`src/rtl/ni_pkg.sv`:
```
// +----------------------------------------------------------------------------+
// | ni_pkg : shared state encodings and flit-format helpers for ni_param       |
// | Rev 1.0                                                                    |
// +----------------------------------------------------------------------------+
`default_nettype none

package ni_pkg;

    typedef enum logic [1:0] {
        TX_IDLE = 2'd0,
        TX_HEAD = 2'd1,
        TX_BODY = 2'd2,
        TX_TAIL = 2'd3
    } tx_state_e;

    typedef enum logic [1:0] {
        RX_HEAD = 2'd0,
        RX_BODY = 2'd1,
        RX_TAIL = 2'd2
    } rx_state_e;

    function automatic int nb_of(input int data_w, input int flit_w);
        return data_w / flit_w;
    endfunction

    function automatic int cnt_w_of(input int nb);
        return (nb > 1) ? $clog2(nb) : 1;
    endfunction

    // Low w bits set; a shift by 64 wraps to zero so w=64 still yields all ones.
    function automatic logic [63:0] ones_of(input int w);
        return (64'(1) << w) - 64'(1);
    endfunction

    function automatic logic [63:0] head_marker(input int flit_w, input int addr_w);
        return ones_of(flit_w) & ~ones_of(addr_w);
    endfunction

    function automatic logic [63:0] tail_const(input int flit_w);
        return ones_of(flit_w);
    endfunction

endpackage

`default_nettype wire

```
`src/rtl/ni_fifo.sv`:
```
// +----------------------------------------------------------------------------+
// | ni_fifo : first-word fall-through FIFO for received words                  |
// | Rev 1.0                                                                    |
// +----------------------------------------------------------------------------+
`default_nettype none

module ni_fifo #(
    parameter int DEPTH = 4,
    parameter int WIDTH = 32
) (
    input  logic             clk,
    input  logic             rst_n,
    input  logic             push_i,
    input  logic [WIDTH-1:0] data_i,
    input  logic             pop_i,
    output logic [WIDTH-1:0] data_o,
    output logic             full_o,
    output logic             empty_o
);

    localparam int AW = $clog2(DEPTH);
    localparam logic [AW:0] PTR_ONE = {{AW{1'b0}}, 1'b1};

    logic [WIDTH-1:0] mem_q [DEPTH];
    logic [AW:0]      wr_ptr_q;
    logic [AW:0]      rd_ptr_q;

    always_ff @(posedge clk) begin
        if (!rst_n) begin
            wr_ptr_q <= '0;
            rd_ptr_q <= '0;
        end else begin
            if (push_i) wr_ptr_q <= wr_ptr_q + PTR_ONE;
            if (pop_i)  rd_ptr_q <= rd_ptr_q + PTR_ONE;
        end
    end

    always_ff @(posedge clk) begin
        if (push_i) mem_q[wr_ptr_q[AW-1:0]] <= data_i;
    end

    // Extra pointer MSB distinguishes full from empty when the indices match.
    assign full_o  = (wr_ptr_q ^ rd_ptr_q) == {1'b1, {AW{1'b0}}};
    assign empty_o = (wr_ptr_q == rd_ptr_q);
    assign data_o  = mem_q[rd_ptr_q[AW-1:0]];

endmodule

`default_nettype wire

```
`src/rtl/ni_param.sv`:
```
// +----------------------------------------------------------------------------+
// | ni_param : NoC network interface, word port <-> head/body/tail flits       |
// | Optional tail checksum enabled by defining NI_CHECKSUM_EN.                 |
// | Rev 1.0                                                                    |
// +----------------------------------------------------------------------------+
`default_nettype none

module ni_param
    import ni_pkg::*;
#(
    parameter int FLIT_W     = 8,
    parameter int DATA_W     = 32,
    parameter int ADDR_W     = 2,
    parameter int LOCAL_ADDR = 0,
    parameter int RX_DEPTH   = 4
) (
    input  logic              clk,
    input  logic              rst_n,
    input  logic [DATA_W-1:0] tx_data,
    input  logic [ADDR_W-1:0] tx_dest,
    input  logic              tx_valid,
    output logic              tx_ready,
    output logic [DATA_W-1:0] rx_data,
    output logic              rx_valid,
    input  logic              rx_ready,
    output logic [FLIT_W-1:0] flit_out,
    output logic              flit_out_valid,
    input  logic              flit_out_ready,
    input  logic [FLIT_W-1:0] flit_in,
    input  logic              flit_in_valid,
    output logic              flit_in_ready,
    output logic              rx_err,
    output logic              rx_misroute
);

    localparam int                NB        = nb_of(DATA_W, FLIT_W);
    localparam int                CNT_W     = cnt_w_of(NB);
    localparam logic [CNT_W-1:0]  CNT_LAST  = CNT_W'(NB - 1);
    localparam logic [CNT_W-1:0]  CNT_ONE   = CNT_W'(1);
    localparam logic [FLIT_W-1:0] HEAD_MARK = FLIT_W'(head_marker(FLIT_W, ADDR_W));
    localparam logic [ADDR_W-1:0] LOCAL_C   = ADDR_W'(LOCAL_ADDR);
`ifndef NI_CHECKSUM_EN
    localparam logic [FLIT_W-1:0] TAIL_ONES = FLIT_W'(tail_const(FLIT_W));
`endif

    // ---------------------------------------------------------------- TX path
    tx_state_e         tx_state_q, tx_state_d;
    logic [DATA_W-1:0] tx_word_q,  tx_word_d;
    logic [ADDR_W-1:0] tx_dest_q,  tx_dest_d;
    logic [CNT_W-1:0]  tx_cnt_q,   tx_cnt_d;
    logic [FLIT_W-1:0] tx_body;
    logic [FLIT_W-1:0] tx_tail;

    always_comb begin
        tx_body = '0;
        for (int i = 0; i < NB; i++) begin
            if (tx_cnt_q == CNT_W'(i)) tx_body = tx_word_q[DATA_W-1-i*FLIT_W -: FLIT_W];
        end
    end

`ifdef NI_CHECKSUM_EN
    always_comb begin
        tx_tail = '0;
        for (int i = 0; i < NB; i++) begin
            tx_tail = tx_tail ^ tx_word_q[i*FLIT_W +: FLIT_W];
        end
    end
`else
    assign tx_tail = TAIL_ONES;
`endif

    // Outputs come only from held state, so a stalled flit stays stable.
    always_comb begin
        tx_state_d     = tx_state_q;
        tx_word_d      = tx_word_q;
        tx_dest_d      = tx_dest_q;
        tx_cnt_d       = tx_cnt_q;
        tx_ready       = 1'b0;
        flit_out_valid = 1'b0;
        flit_out       = '0;
        case (tx_state_q)
            TX_IDLE: begin
                tx_ready = 1'b1;
                if (tx_valid) begin
                    tx_word_d  = tx_data;
                    tx_dest_d  = tx_dest;
                    tx_cnt_d   = '0;
                    tx_state_d = TX_HEAD;
                end
            end
            TX_HEAD: begin
                flit_out_valid = 1'b1;
                flit_out       = HEAD_MARK | FLIT_W'(tx_dest_q);
                if (flit_out_ready) tx_state_d = TX_BODY;
            end
            TX_BODY: begin
                flit_out_valid = 1'b1;
                flit_out       = tx_body;
                if (flit_out_ready) begin
                    if (tx_cnt_q == CNT_LAST) tx_state_d = TX_TAIL;
                    else                      tx_cnt_d   = tx_cnt_q + CNT_ONE;
                end
            end
            TX_TAIL: begin
                flit_out_valid = 1'b1;
                flit_out       = tx_tail;
                if (flit_out_ready) tx_state_d = TX_IDLE;
            end
            default: tx_state_d = TX_IDLE;
        endcase
    end

    always_ff @(posedge clk) begin
        if (!rst_n) begin
            tx_state_q <= TX_IDLE;
            tx_word_q  <= '0;
            tx_dest_q  <= '0;
            tx_cnt_q   <= '0;
        end else begin
            tx_state_q <= tx_state_d;
            tx_word_q  <= tx_word_d;
            tx_dest_q  <= tx_dest_d;
            tx_cnt_q   <= tx_cnt_d;
        end
    end

    // ---------------------------------------------------------------- RX path
    rx_state_e         rx_state_q, rx_state_d;
    logic [DATA_W-1:0] rx_word_q,  rx_word_d;
    logic [CNT_W-1:0]  rx_cnt_q,   rx_cnt_d;
    logic              rx_drop_q,  rx_drop_d;
    logic              rx_err_q,   rx_err_d;
    logic              rx_mis_q,   rx_mis_d;
    logic              rx_accept;
    logic              rx_tail_ok;
    logic              fifo_push;
    logic              fifo_full;
    logic              fifo_empty;

    // Heads wait for a free slot, so the eventual tail push never meets a full FIFO.
    assign flit_in_ready = !((rx_state_q == RX_HEAD) && fifo_full);
    assign rx_accept     = flit_in_valid && flit_in_ready;

`ifdef NI_CHECKSUM_EN
    logic [FLIT_W-1:0] rx_csum_q;

    always_ff @(posedge clk) begin
        if (!rst_n) begin
            rx_csum_q <= '0;
        end else if (rx_accept) begin
            if (rx_state_q == RX_HEAD)      rx_csum_q <= '0;
            else if (rx_state_q == RX_BODY) rx_csum_q <= rx_csum_q ^ flit_in;
        end
    end

    assign rx_tail_ok = (flit_in == rx_csum_q);
`else
    assign rx_tail_ok = (flit_in == TAIL_ONES);
`endif

    always_comb begin
        rx_state_d = rx_state_q;
        rx_word_d  = rx_word_q;
        rx_cnt_d   = rx_cnt_q;
        rx_drop_d  = rx_drop_q;
        rx_err_d   = 1'b0;
        rx_mis_d   = 1'b0;
        fifo_push  = 1'b0;
        case (rx_state_q)
            RX_HEAD: begin
                if (rx_accept) begin
                    if ((flit_in & HEAD_MARK) != HEAD_MARK) begin
                        rx_err_d = 1'b1;
                    end else begin
                        rx_drop_d  = (flit_in[ADDR_W-1:0] != LOCAL_C);
                        rx_mis_d   = (flit_in[ADDR_W-1:0] != LOCAL_C);
                        rx_cnt_d   = '0;
                        rx_state_d = RX_BODY;
                    end
                end
            end
            RX_BODY: begin
                if (rx_accept) begin
                    rx_word_d = DATA_W'({rx_word_q, flit_in});
                    if (rx_cnt_q == CNT_LAST) rx_state_d = RX_TAIL;
                    else                      rx_cnt_d   = rx_cnt_q + CNT_ONE;
                end
            end
            RX_TAIL: begin
                if (rx_accept) begin
                    rx_state_d = RX_HEAD;
                    if (!rx_drop_q) begin
                        if (rx_tail_ok) fifo_push = 1'b1;
                        else            rx_err_d  = 1'b1;
                    end
                end
            end
            default: rx_state_d = RX_HEAD;
        endcase
    end

    always_ff @(posedge clk) begin
        if (!rst_n) begin
            rx_state_q <= RX_HEAD;
            rx_word_q  <= '0;
            rx_cnt_q   <= '0;
            rx_drop_q  <= 1'b0;
            rx_err_q   <= 1'b0;
            rx_mis_q   <= 1'b0;
        end else begin
            rx_state_q <= rx_state_d;
            rx_word_q  <= rx_word_d;
            rx_cnt_q   <= rx_cnt_d;
            rx_drop_q  <= rx_drop_d;
            rx_err_q   <= rx_err_d;
            rx_mis_q   <= rx_mis_d;
        end
    end

    assign rx_err      = rx_err_q;
    assign rx_misroute = rx_mis_q;
    assign rx_valid    = !fifo_empty;

    ni_fifo #(
        .DEPTH (RX_DEPTH),
        .WIDTH (DATA_W)
    ) u_rx_fifo (
        .clk     (clk),
        .rst_n   (rst_n),
        .push_i  (fifo_push),
        .data_i  (rx_word_d),
        .pop_i   (rx_valid && rx_ready),
        .data_o  (rx_data),
        .full_o  (fifo_full),
        .empty_o (fifo_empty)
    );

endmodule

`default_nettype wire

```
`config.mk`:
```
export PLATFORM = sky130hd
export DESIGN_NAME = ni_param
export DESIGN_NICKNAME = d
export VERILOG_FILES = /design/src/rtl/ni_pkg.sv /design/src/rtl/ni_fifo.sv /design/src/rtl/ni_param.sv
export SDC_FILE = /design/constraint.sdc
export NUM_CORES = 1
export LEC_CHECK = 0
export CELL_PAD_IN_SITES_DETAIL_PLACEMENT = 0
export CELL_PAD_IN_SITES_GLOBAL_PLACEMENT = 1
export CORE_MARGIN = 4
export CORE_UTILIZATION = 48
export CTS_BUF_LIST = sky130_fd_sc_hd__clkbuf_2 sky130_fd_sc_hd__clkbuf_4 sky130_fd_sc_hd__clkbuf_8
export CTS_CLUSTER_SIZE = 16
export DETAILED_ROUTE_END_ITERATION = 16
export PLACE_DENSITY = 0.88
export SLEW_MARGIN = 10
export SYNTH_ARGS = -nofsm -noshare
export SYNTH_HDL_FRONTEND = slang
export SYNTH_SLANG_ARGS = --single-unit
```
`constraint.sdc`:
```
create_clock -name clk -period 3.15 [get_ports clk]
set_clock_uncertainty 0.15 [all_clocks]
set_input_delay 0.315 -clock clk [delete_from_list [all_inputs] [get_ports clk]]
set_output_delay 0.315 -clock clk [all_outputs]
set_load 0.05 [all_outputs]
```
==> summary.md <==
| Metric | Value |
|---|---|
| Antenna fix cells | 0 |
| Clock Tree Buf Depth | 3 |
| Ys async rst share | 0% |
| Fin nets | 776 |
| Grt total ovfl | 0 |
| WS Path Type | reg2out |
| DR iter-0 viols | 284 |
| Design Power | 6505 uW |
| Mapped Nets | 667 |
| Share of post-route cells with drive strength above 1 | 24.56% |
| DRC viols | 0 |
| R2R Path Start | u_rx_fifo.wr_ptr_q[1] |
| GRT Overall Usage | 17.44% |
| CTS Hold Buffers Added | 0 |
| Postcts setup bufs | 0 |
| Vias in the first global route | 5375 |
| Final setup violation count | 0 |
| DR WL/cell | 17.74 um |
| Status | completed |
| Die Area | 19830 um2 |
| Yosys warnings | 0 |
| FF-to-FF End | u_rx_fifo.mem_q[2][18] |
| DR vias/cell | 5.329 |
| RSZ-0062 raised after global routing | no |
| Clock root cell | clkbuf_8 |
| Worst hold path cell count | 3 |
| Slew Limit Headroom | 25.95% |
| Slowest stage delay, CP | 390 ps |
| Worst slew pin tran | 1108 ps |
| CTS sink cnt | 213 |
| HP Class | in2reg |
| Register area share after synthesis | 65.47% |
| Syn_area_per_cell | 14.02 um2 |
| First-pass DRT Iterations | 5 |
| Clk_lat worst skew | 510 ps |
| Chip width | 140.8 um |
| Cells after synthesis | 604 |
| Static Leak | 0.003678 uW |
| Netlist Area Pre-Place | 8469 um2 |
| Routed via count | 5148 |
| Hold wc startpoint | tx_data[0] |
| CTS resizes | 0 |
| Hold Fails Final Rpt | 0 |
| Starting density of the core | 48.97% |
| Fin Hold WS | 205.1 ps |
| Highest clock rate | 356.1 MHz |
| I/O pins | 94 |
| First-pass GRT wire length | 27.72 mm |
| Layout area overhead | 21.72% |
| Height of the die | 140.8 um |
| Startpoint types | flop |
| DP Area | 9580 um2 |
| FP Rows | 48 |
| Fin crit period | 2809 ps |
| Hold worst-path end | tx_word_q[0] |
| H-tree levels | 2 |
| Reg2reg path depth | 5 |
| Top_reg_cell synth | edfxtp_1 |
| GP Congestion | 0.7950 |
| EDFF count, synth | 128 |
| VDD IR-drop max | 0.0003585 V |
| Dpl hpwl | 11.15 mm |
| Fin. max-slew vios | 0 |
| Setup TNS | 0 ps |
| TritonCTS clock tree | built |
| Synth unique cells | 39 |
| #FFs+latches synth | 213 |
| Setup crit end kind | output port |
| Period utilization | 89.16% |
| Pwr Density | 631.0 nW/um2 |
| Worst-path fanout max | 9 |
| Slowest CP cell | dfxtp_1 |
| Design Area, Final | 10310 um2 |
| Number of I/O port buffers | 93 |
| Post-route ant nets | 0 |
| Crit-path cells | inv_1, ha_1, nor2b_2, a221o_1, nand3_1, a31oi_1, buf_4 |
| Core area | 17300 um2 |
| Post-Route WL | 17.13 mm |
| Worst R2R Setup Slack | 870 ps |
| Largest net degree at the start of global routing | 47 |
| Antenna violations before repair | 0 |
| Worst path arrival time | 2340 ps |
| TritonCTS Buffers | 36 |
| Crit path required time | 2680 ps |
| CTS clock-pin slew for the worst setup and hold paths | 60 ps |
| MaxCap Viol Count | 0 |
-- placed cells by master (no fill, tap or decap), types with 2 or more instances in the layout --
cell type and n:
a21oi_1 45, a221o_1 8, a31oi_1 9, and2_1 37, buf_12 4, buf_4 48, clkbuf_4 13, clkbuf_8 38
clkdlybuf4s50_1 53, clkinv_1 9, clkinv_2 2, clkinvlp_4 2, dfxtp_1 84, edfxtp_1 128, ha_1 15, inv_1 8
mux2_2 32, mux2i_1 6, mux4_2 32, nand2_1 80, nand2b_1 15, nand3_1 20, nand3b_1 2, nor2_1 13
nor2b_1 4, nor3_1 5, o21ai_0 2, o31ai_1 2, or2_2 3, xnor2_1 2, xor2_1 4
-- area by class of cell --
cell class	count	area, um2
fillers	1340	6988
flip-flops and latches	213	5547
multi-input cells	349	2754
repair buffers	105	970.9
clock buffers	51	620.6
well taps	225	281.5
clock inverters	15	105.1
inverters	8	30.03
-- cell usage after synthesis (9+ instances only) --
library cell / n / area share, %
clkbuf_1: 25 / 1.1
nand2_1: 80 / 3.5
and2_1: 37 / 2.7
mux2_2: 32 / 4.3
nand3_1: 20 / 1.2
nand2b_1: 15 / 1.1
a31oi_1: 9 / 0.66
mux4_2: 32 / 8.5
a21oi_1: 45 / 2.7
ha_1: 15 / 2.2
edfxtp_1: 128 / 45
dfxtp_1: 85 / 20
nor2_1: 13 / 0.58
-- cells by family after synthesis --
group	synth area share, %
AO/OA/AOI/OAI	5.274
XOR/XNOR	0.8126
flip-flops	65.47
AND/OR/NAND/NOR	10.71
multiplexers	13.47
adder cells (fa/ha/maj)	2.216
buffers and inverters	2.039
-- how the worst max path moves through the flow --
| stage | depth (start not counted) | end | slack (ps) | startpoint |
|---|---|---|---|---|
| after floorplan | 8 | flit_out[0] | 470 | tx_cnt_q[1] |
| after global placement | 6 | u_rx_fifo.mem_q[2][27] | 440 | flit_in[4] |
| after detailed placement | 6 | u_rx_fifo.mem_q[2][27] | 390 | flit_in[5] |
| after CTS | 7 | flit_out[6] | 150 | tx_cnt_q[1] |
| after global routing | 7 | flit_out[2] | 130 | tx_cnt_q[1] |
| final | 7 | flit_out[5] | 340 | tx_cnt_q[1] |
-- state kept, by name (all words and copies together), names as in the netlist, named ones only --
name / count
u_rx_fifo.wr_ptr_q: 3
tx_dest_q: 2
tx_state_q: 2
u_rx_fifo.mem_q: 128
rx_state_q: 2
tx_cnt_q: 2
rx_misroute: 1
tx_word_q: 32
rx_drop_q: 1
u_rx_fifo.rd_ptr_q: 3
rx_cnt_q: 2
rx_word_q: 32
rx_err: 1
-- critical path, delay by kind of cell, from the launching register on --
| kind | cells | cell delay [ps] |
|---|---|---|
| and+or+nand+nor | 2 | 420 |
| adders and majority gates | 1 | 300 |
| AOI/OAI and AO/OA | 2 | 420 |
| buffers and inverters | 2 | 300 |
| DFF | 1 | 390 |
-- metal layers --
| layer | global-route usage [%] | vias up | wire length [um] |
|---|---|---|---|
| li1 | - | 2439 | - |
| met1 | 23.81 | 2536 | 7419 |
| met2 | 28.30 | 153 | 8513 |
| met3 | 4.104 | 20 | 976 |
| met4 | 4.742 | 0 | 225 |
| met5 | 0 | - | 0 |
-- per-stage QoR --
stage,setup WS (ps),utilization (%),std cells
2_1_floorplan,467.8,-,604
3_3_place_gp,439.2,55.39,900
3_5_place_dp,393.1,55.39,900
4_1_cts,147.8,59.58,966
5_1_grt,128.2,59.60,966
6_report,341.4,59.60,966
-- where the power goes --
part | total (uW) | leakage [uW] | internal [uW] | switching [uW]
registers | 3070 | 0.00187 | 3020 | 57.7
clock network | 2410 | 0.000376 | 1360 | 1050
logic | 1020 | 0.00143 | 341 | 683
Power figures use the tool's default switching activity.
